<file path="src/rtl/radio_pkg.sv">
// Shared sample types for the radio datapath.
// Stream fork/join blocks import this package.
package radio_pkg;

  localparam int DATA_WIDTH = 32;

  typedef logic signed [DATA_WIDTH-1:0] sample_t;

  // Decimation factor must be >= 1 and fit the counter.
  function automatic bit decim_ok(int decim, int cnt_w);
    return (decim >= 1) &&
           ((longint'(1) << cnt_w) >= longint'(decim));
  endfunction

endpackage

</file>
<file path="src/rtl/split_two_outputs_if.sv">
// FIFO-side signals of the two-output stream fork.
// master = fork, slave = surrounding FIFOs.
interface split_two_outputs_if #(
  parameter int DATA_WIDTH = 32
);

  logic                         in_rd_en;
  logic                         in_empty;
  logic signed [DATA_WIDTH-1:0] in_dout;
  logic                         outA_wr_en;
  logic                         outA_full;
  logic signed [DATA_WIDTH-1:0] outA_din;
  logic                         outB_wr_en;
  logic                         outB_full;
  logic signed [DATA_WIDTH-1:0] outB_din;
  logic                         busy;

  modport master (
    output in_rd_en,
    input  in_empty,
    input  in_dout,
    output outA_wr_en,
    input  outA_full,
    output outA_din,
    output outB_wr_en,
    input  outB_full,
    output outB_din,
    output busy
  );

  modport slave (
    input  in_rd_en,
    output in_empty,
    output in_dout,
    input  outA_wr_en,
    output outA_full,
    input  outA_din,
    input  outB_wr_en,
    output outB_full,
    input  outB_din,
    input  busy
  );

endinterface

</file>
<file path="src/rtl/out_hold_stage.sv">
// One-entry holding stage in front of a FIFO.
// A stage that drains this cycle counts as free.
module out_hold_stage
  import radio_pkg::*;
#(
  parameter int DATA_WIDTH = radio_pkg::DATA_WIDTH
) (
  input  logic                         clock,
  input  logic                         reset,
  input  logic                         load,
  input  logic signed [DATA_WIDTH-1:0] load_data,
  input  logic                         out_full,
  output logic                         out_wr_en,
  output logic signed [DATA_WIDTH-1:0] out_din,
  output logic                         free,
  output logic                         valid
);

  logic signed [DATA_WIDTH-1:0] data_q;

  assign out_wr_en = valid & ~out_full;
  assign out_din   = data_q;
  assign free      = ~valid | out_wr_en;

  // Load beats drain; a full FIFO holds the sample.
  always_ff @(posedge clock or negedge reset) begin
    if (!reset) begin
      valid  <= 1'b0;
      data_q <= '0;
    end else if (load) begin
      valid  <= 1'b1;
      data_q <= load_data;
    end else if (out_wr_en) begin
      valid  <= 1'b0;
    end
  end

endmodule

</file>
<file path="src/rtl/split_two_outputs.sv">
// Stream fork: A gets every sample, B every
// DECIM_B-th sample, each behind its own hold stage.
module split_two_outputs
  import radio_pkg::*;
#(
  parameter int DATA_WIDTH = radio_pkg::DATA_WIDTH,
  parameter int DECIM_B    = 1,
  parameter int CNT_WIDTH  = 16
) (
  input  logic                clock,
  input  logic                reset,
  split_two_outputs_if.master bus
);

  if (!decim_ok(DECIM_B, CNT_WIDTH)) begin : g_bad_cfg
    $fatal(1, "split_two_outputs: bad DECIM_B/CNT_WIDTH");
  end

  localparam logic [CNT_WIDTH-1:0] LAST =
    CNT_WIDTH'(DECIM_B - 1);

  logic [CNT_WIDTH-1:0] dec_cnt;
  logic                 take_b;
  logic                 rd;
  logic                 a_free;
  logic                 b_free;
  logic                 a_valid;
  logic                 b_valid;

  assign take_b = (dec_cnt == '0);

  // Pop only if A can take it, and B too when
  // this sample belongs to the decimated branch.
  assign rd = ~bus.in_empty & a_free &
              (b_free | ~take_b);

  assign bus.in_rd_en = rd;
  assign bus.busy     = a_valid | b_valid;

  out_hold_stage #(
    .DATA_WIDTH(DATA_WIDTH)
  ) u_hold_a (
    .clock     (clock),
    .reset     (reset),
    .load      (rd),
    .load_data (bus.in_dout),
    .out_full  (bus.outA_full),
    .out_wr_en (bus.outA_wr_en),
    .out_din   (bus.outA_din),
    .free      (a_free),
    .valid     (a_valid)
  );

  out_hold_stage #(
    .DATA_WIDTH(DATA_WIDTH)
  ) u_hold_b (
    .clock     (clock),
    .reset     (reset),
    .load      (rd & take_b),
    .load_data (bus.in_dout),
    .out_full  (bus.outB_full),
    .out_wr_en (bus.outB_wr_en),
    .out_din   (bus.outB_din),
    .free      (b_free),
    .valid     (b_valid)
  );

  // Decimation phase advances once per popped sample.
  always_ff @(posedge clock or negedge reset) begin
    if (!reset) begin
      dec_cnt <= '0;
    end else if (rd) begin
      dec_cnt <= (dec_cnt == LAST) ? '0 :
                 dec_cnt + 1'b1;
    end
  end

endmodule

</file>
<file path="src/flat_wrapper.sv">
// flat-port wrapper written by rule: the top's interface ports become plain ports
module split_two_outputs_flat import radio_pkg::*;
#(
  parameter int DATA_WIDTH = radio_pkg::DATA_WIDTH,
  parameter int DECIM_B    = 1,
  parameter int CNT_WIDTH  = 16
)
  (clock, reset, bus_in_rd_en, bus_in_empty, bus_in_dout, bus_outA_wr_en, bus_outA_full, bus_outA_din, bus_outB_wr_en, bus_outB_full, bus_outB_din, bus_busy);
  split_two_outputs_if #(.DATA_WIDTH(DATA_WIDTH)) bus_i ();
  input  logic clock;
  input  logic reset;
  output wire logic [$bits(bus_i.in_rd_en)-1:0] bus_in_rd_en;
  input wire logic [$bits(bus_i.in_empty)-1:0] bus_in_empty;
  input wire logic [$bits(bus_i.in_dout)-1:0] bus_in_dout;
  output wire logic [$bits(bus_i.outA_wr_en)-1:0] bus_outA_wr_en;
  input wire logic [$bits(bus_i.outA_full)-1:0] bus_outA_full;
  output wire logic [$bits(bus_i.outA_din)-1:0] bus_outA_din;
  output wire logic [$bits(bus_i.outB_wr_en)-1:0] bus_outB_wr_en;
  input wire logic [$bits(bus_i.outB_full)-1:0] bus_outB_full;
  output wire logic [$bits(bus_i.outB_din)-1:0] bus_outB_din;
  output wire logic [$bits(bus_i.busy)-1:0] bus_busy;
  assign bus_in_rd_en = bus_i.in_rd_en;
  assign bus_i.in_empty = bus_in_empty;
  assign bus_i.in_dout = bus_in_dout;
  assign bus_outA_wr_en = bus_i.outA_wr_en;
  assign bus_i.outA_full = bus_outA_full;
  assign bus_outA_din = bus_i.outA_din;
  assign bus_outB_wr_en = bus_i.outB_wr_en;
  assign bus_i.outB_full = bus_outB_full;
  assign bus_outB_din = bus_i.outB_din;
  assign bus_busy = bus_i.busy;
  split_two_outputs #(.DATA_WIDTH(DATA_WIDTH), .DECIM_B(DECIM_B), .CNT_WIDTH(CNT_WIDTH)) u_core (.clock(clock), .reset(reset), .bus(bus_i));
endmodule
</file>
<file path="config.mk">
export PLATFORM = sky130hd
export DESIGN_NAME = split_two_outputs_flat
export DESIGN_NICKNAME = d
export VERILOG_FILES = /design/src/rtl/radio_pkg.sv /design/src/rtl/split_two_outputs_if.sv /design/src/rtl/out_hold_stage.sv /design/src/rtl/split_two_outputs.sv /design/src/flat_wrapper.sv
export SDC_FILE = /design/constraint.sdc
export NUM_CORES = 1
export LEC_CHECK = 0
export BUFFER_PORTS_ARGS = -buffer_cell sky130_fd_sc_hd__buf_4
export CORE_MARGIN = 5
export CORE_UTILIZATION = 23
export DETAILED_ROUTE_END_ITERATION = 7
export PLACE_DENSITY = 0.5
export SLEW_MARGIN = 0
export SYNTH_ARGS = -nofsm -noshare
export SYNTH_HDL_FRONTEND = slang
export SYNTH_HIERARCHICAL = 1
export SYNTH_SLANG_ARGS = --single-unit
</file>
<file path="constraint.sdc">
create_clock -name clock -period 5.1 [get_ports clock]
set_clock_uncertainty 0.2 [all_clocks]
set_input_delay 0.51 -clock clock [delete_from_list [all_inputs] [get_ports clock]]
set_output_delay 0.51 -clock clock [all_outputs]
set_load 0.005 [all_outputs]
</file>
After elaboration in Yosys (flattened, before gate mapping). Index checks and enable logic that the tools add are counted.

Bits in registers: 82. Output and inout bits: 68.

Add/sub/neg operators: 1. Muxes and demuxes: 5. Bitwise gates (word level): 15. Reductions and logical operators: 3.

Operators with widths (count): $add 16x1->16 const B (1); $logic_not 16->1 (1); $mux 16 (1); $not 1->1 (6); $and 1x1->1 (5); $mux 1 (4); $or 1x1->1 (4); $reduce_bool 2->1 (2).

Longest topological paths before layout.
Word-level depth: 7. Depth in mapped cells: 8. Gate-level depth less buffers: 6.

Cells and area by module. The synthesis kept the hierarchy.

Modules (own cells, without submodules): out_hold_stage (instances 2, cells an instance 72, area each 1383.8 um^2, sequential area each 825.8 um^2); split_two_outputs (instances 1, cells an instance 77, area each 850.8 um^2, sequential area each 400.4 um^2).

Worst setup path after synthesis. OpenSTA, ideal clock, no wires.

Kind: register to register. From: reg u_core.dec_cnt[0]. To: reg u_core.u_hold_b.data_q[0] (netlist: u_core/u_hold_b/out_din[0]). Library setup time: 125 ps. Arrival time: 2060 ps. Data required time: 4775 ps. Path slack: 2715 ps. Cell stages (with the launch flop): 9. Path buffers: 2. Period minus slack after synthesis: 2385 ps. Path through: dfrtp_1 > inv_1 > ha_1 > or4b_1 > nor4b_1 > and3_1 > buf_6 > buf_12 > mux2_4.

Longest elaborated chain between the ends: 5.

Ends and longest elaborated chain: from (decl) (line split_two_outputs.sv:22) `logic [CNT_WIDTH-1:0] dec_cnt;`; from (signal assigned) (line split_two_outputs.sv:73) `dec_cnt <= (dec_cnt == LAST) ? '0 :`; $logic_not 16->1 * (line split_two_outputs.sv:30) `assign take_b = (dec_cnt == '0);`; $not 1->1 (line split_two_outputs.sv:35) `(b_free | ~take_b);`; $or 1x1->1 (line split_two_outputs.sv:35); $and 1x1->1 (line split_two_outputs.sv:34) `assign rd = ~bus.in_empty & a_free &`; $and 1x1->1 * (line split_two_outputs.sv:59) `.load (rd & take_b),`; to (signal assigned) (line out_hold_stage.sv:32) `data_q <= load_data;`; to (decl) (line out_hold_stage.sv:19) `logic signed [DATA_WIDTH-1:0] data_q;`.

Every way passes the cells marked *; elsewhere a longest branch is shown, timed or not. A chain may end at the register's enable or synchronous reset.

Final worst setup path.
From: reg u_core.dec_cnt[0]. To: reg u_core.u_hold_b.data_q[27] (netlist: u_core/u_hold_b/out_din[27]).

The elaborated chain is that of the path after synthesis.

==> run metrics <==
outcome finished clean; number of flops mapped to enable cells by yosys 0; CP peak stage delay 1.00 ns; antenna cell count 0; largest net degree at the start of global routing 65; Adder-Cell Fraction of Synth Area 0.00692; Fmax 0.306 GHz; Final setup viols 0; Die Width roughly 140 um; worst hold path class primary input to register; worst-path maximum fanout 33; r2r endpoint u_core/u_hold_b/out_din[27]; crit path DAT 3.29 ns; Ports 105; FF+latch count, synth 82; cell row count 45; Clk pwr share 0.379; register area share after synthesis 0.567; CTS Buffer Depth 2; Synthesis Warnings 6; full die area about 18000 um2; Crit-path slowest cell and3_2; Via density 3.98; Int Power 1.25 mW; max-slew violations 0; H-Tree Depth 3; worst-skew pair later-pin latency between 0.3 and 0.4 ns; crit-path cells inv_1, ha_1, or4b_1, nor4b_1, and3_2, mux2_2; first-pass GRT wire length 12500 um; compound-cell area share of the yosys netlist 0.0166; CP Capture Type register; Clk pin slew, worst setup/hold paths 0.06 ns; Net Sw Frac 0.244; GRT Util Overall 0.0878; wire length per cell around 14 um; layout cells sized above 1 0.580; CTS Buf Count 9; min-delay src bus_outA_full; WHS Endpoint u_core/u_hold_a/valid; Setup crit start u_core/dec_cnt[0]; Synth Instances 221; antenna-violating nets left 0; combinational power share 0.158; flop2flop setup slack 1.83 ns; synthesized area per cell 16.4 um2; xor/xnor share of the synthesized area 0.0315; Worst Reg-to-Reg Cells 6; Switching Power around 0.40 mW; Max-Cap Viols 0; Leak Pwr 2.37 nW; Buffers on Ports 104; TritonCTS clock tree yes; commonest non-fill, non-tap cells in the layout buf_4 (105), dfrtp_1 (82), mux2_4 (58); DRC 0; fin crit period 3.27 ns; Power Density 343 nW/um2; worst slew pin tran 1.16 ns; Remaining Overflow, GRT 0; asr flop ratio synth 1.00; CTS Sinks about 80; sequential share of power 0.463; dpl ws 1.80 ns; final period utilization 0.642; Pwr Total 1.65 mW; Post-Syn Area 3620 um2; GPL Wtd Cong 0.773; Layout area overhead 33.2%; Final WS setup 1.83 ns; final hold violation count 0; core area 15300 um2; HPWL Detailed 5330 um; initial DRC count 65; post-synthesis mux area share 0.259; worst IR drop on VDD between 0.15 and 0.2 mV; initial antenna violation count 0; Simple-Gate Fraction of Synth Area 0.0750; slew margin rel. 0.228; Die Y around 140 um; Via Count 2165; Worst EP required 5.12 ns; Synth Flop Type dfrtp_1; WL final 7740 um; Root Driver clkbuf_16; syn_nets 260; TritonRoute pass-1 iters 4; Critical R2R Launch u_core/dec_cnt[0]; most common cell after layout, fill and taps aside buf_4; starting density of the core 0.236; Min-Delay Path Depth 2; Total Neg Setup Slack 0 ns; vias in the first global route 2385; fin nets 368; RSZ-0062 raised after global routing false; main combinational cell family by area after synthesis multiplexers; synth unique cells 32; Setup CP Type register to register; Worst Setup Start Kind register
==> synth_stat cells (2+ instances only) <==
master,number,area share
a21o_1,2,0.0041
a31oi_1,2,0.0035
and3_1,2,0.0035
buf_12,6,0.033
buf_6,2,0.0062
dfrtp_1,82,0.57
ha_1,2,0.0069
inv_1,3,0.0031
mux2_2,6,0.019
mux2_4,58,0.24
nand2_1,7,0.0073
nand3_1,3,0.0041
nand4_1,7,0.012
nor2_1,3,0.0031
nor2b_1,3,0.0052
nor3_1,3,0.0041
nor4_1,2,0.0035
nor4b_1,2,0.0048
o21ai_2,2,0.0048
xnor2_1,9,0.022
xor2_1,4,0.0097
==> registers in the layout (all words and copies together) (netlist names) <==
register / count
u_core/u_hold_a/out_din: 32
u_core/u_hold_b/out_din: 32
u_core/dec_cnt: 16
u_core/u_hold_a/valid: 1
u_core/u_hold_b/valid: 1
==> how the worst max path moves through the flow <==
stage                                        to  slack [ns]  cells past startpoint
floorplan            u_core/u_hold_b/out_din[0]        2.72                      8
global placement    u_core/u_hold_b/out_din[26]        1.80                      6
detailed placement  u_core/u_hold_b/out_din[27]        1.80                      6
CTS                 u_core/u_hold_b/out_din[26]        1.79                      6
global route        u_core/u_hold_b/out_din[27]        1.65                      6
finish              u_core/u_hold_b/out_din[27]        1.83                      6
==> kinds of logic after synthesis <==
| family | Yosys count |
|---|---|
| adder cells (fa/ha/maj) | 2 |
| flip-flops | 82 |
| buffers and inverters | 12 |
| AND/OR/NAND/NOR | 41 |
| AO/OA/AOI/OAI | 7 |
| multiplexers | 64 |
| XOR/XNOR | 13 |
==> area by class of cell <==
type	count	area, um2
clock inverters	5	56.3
repair buffers	106	798
inverters	3	11.3
multi-input cells	127	1410
clock buffers	10	229
well taps	211	264
flip-flops and latches	82	2050
fillers	1570	10500
==> power groups by stage <==
stage,registers (mW),logic [mW],clock network (mW)
floorplan,0.768,0.146,0
global placement,0.776,0.265,0
detailed placement,0.777,0.268,0
CTS,0.766,0.269,0.661
global route,0.776,0.285,0.685
finish,0.765,0.261,0.626
==> critical path: cells and delay by family (launching register included) <==
kind | cells | cell delay (ns)
and+or+nand+nor | 3 | 1.76
muxes | 1 | 0.42
DFF | 1 | 0.41
adders and majority gates | 1 | 0.18
buffers and inverters | 1 | 0.13
==> stage by stage <==
stage	cell area, um2	hold slack [ns]	utilization	cells
floorplan	3620	0.0144	-	221
global placement	4530	0.201	0.296	528
detailed placement	4530	0.204	0.296	528
CTS	4820	0.176	0.315	544
global route	4820	0.186	0.315	544
finish	4820	0.199	0.315	544
==> routing by layer <==
| layer | up-vias | track usage | part of all wire |
|---|---|---|---|
| met5 | - | 0 | 0 |
| met2 | 65 | 0.136 | 0.46 |
| met3 | 7 | 0.0416 | 0.076 |
| met4 | 0 | 0.0269 | 0.012 |
| li1 | 1003 | - | - |
| met1 | 1090 | 0.109 | 0.45 |
==> timing repair <==
| action | in CTS | in global routing |
|---|---|---|
| gates resized for setup | 0 | 0 |
| hold buffers | 1 | 0 |
| buffers inserted | 0 | 0 |
| hold endpoints to repair | 18 | 0 |
No activity file was read; power rests on OpenSTA's default activity.
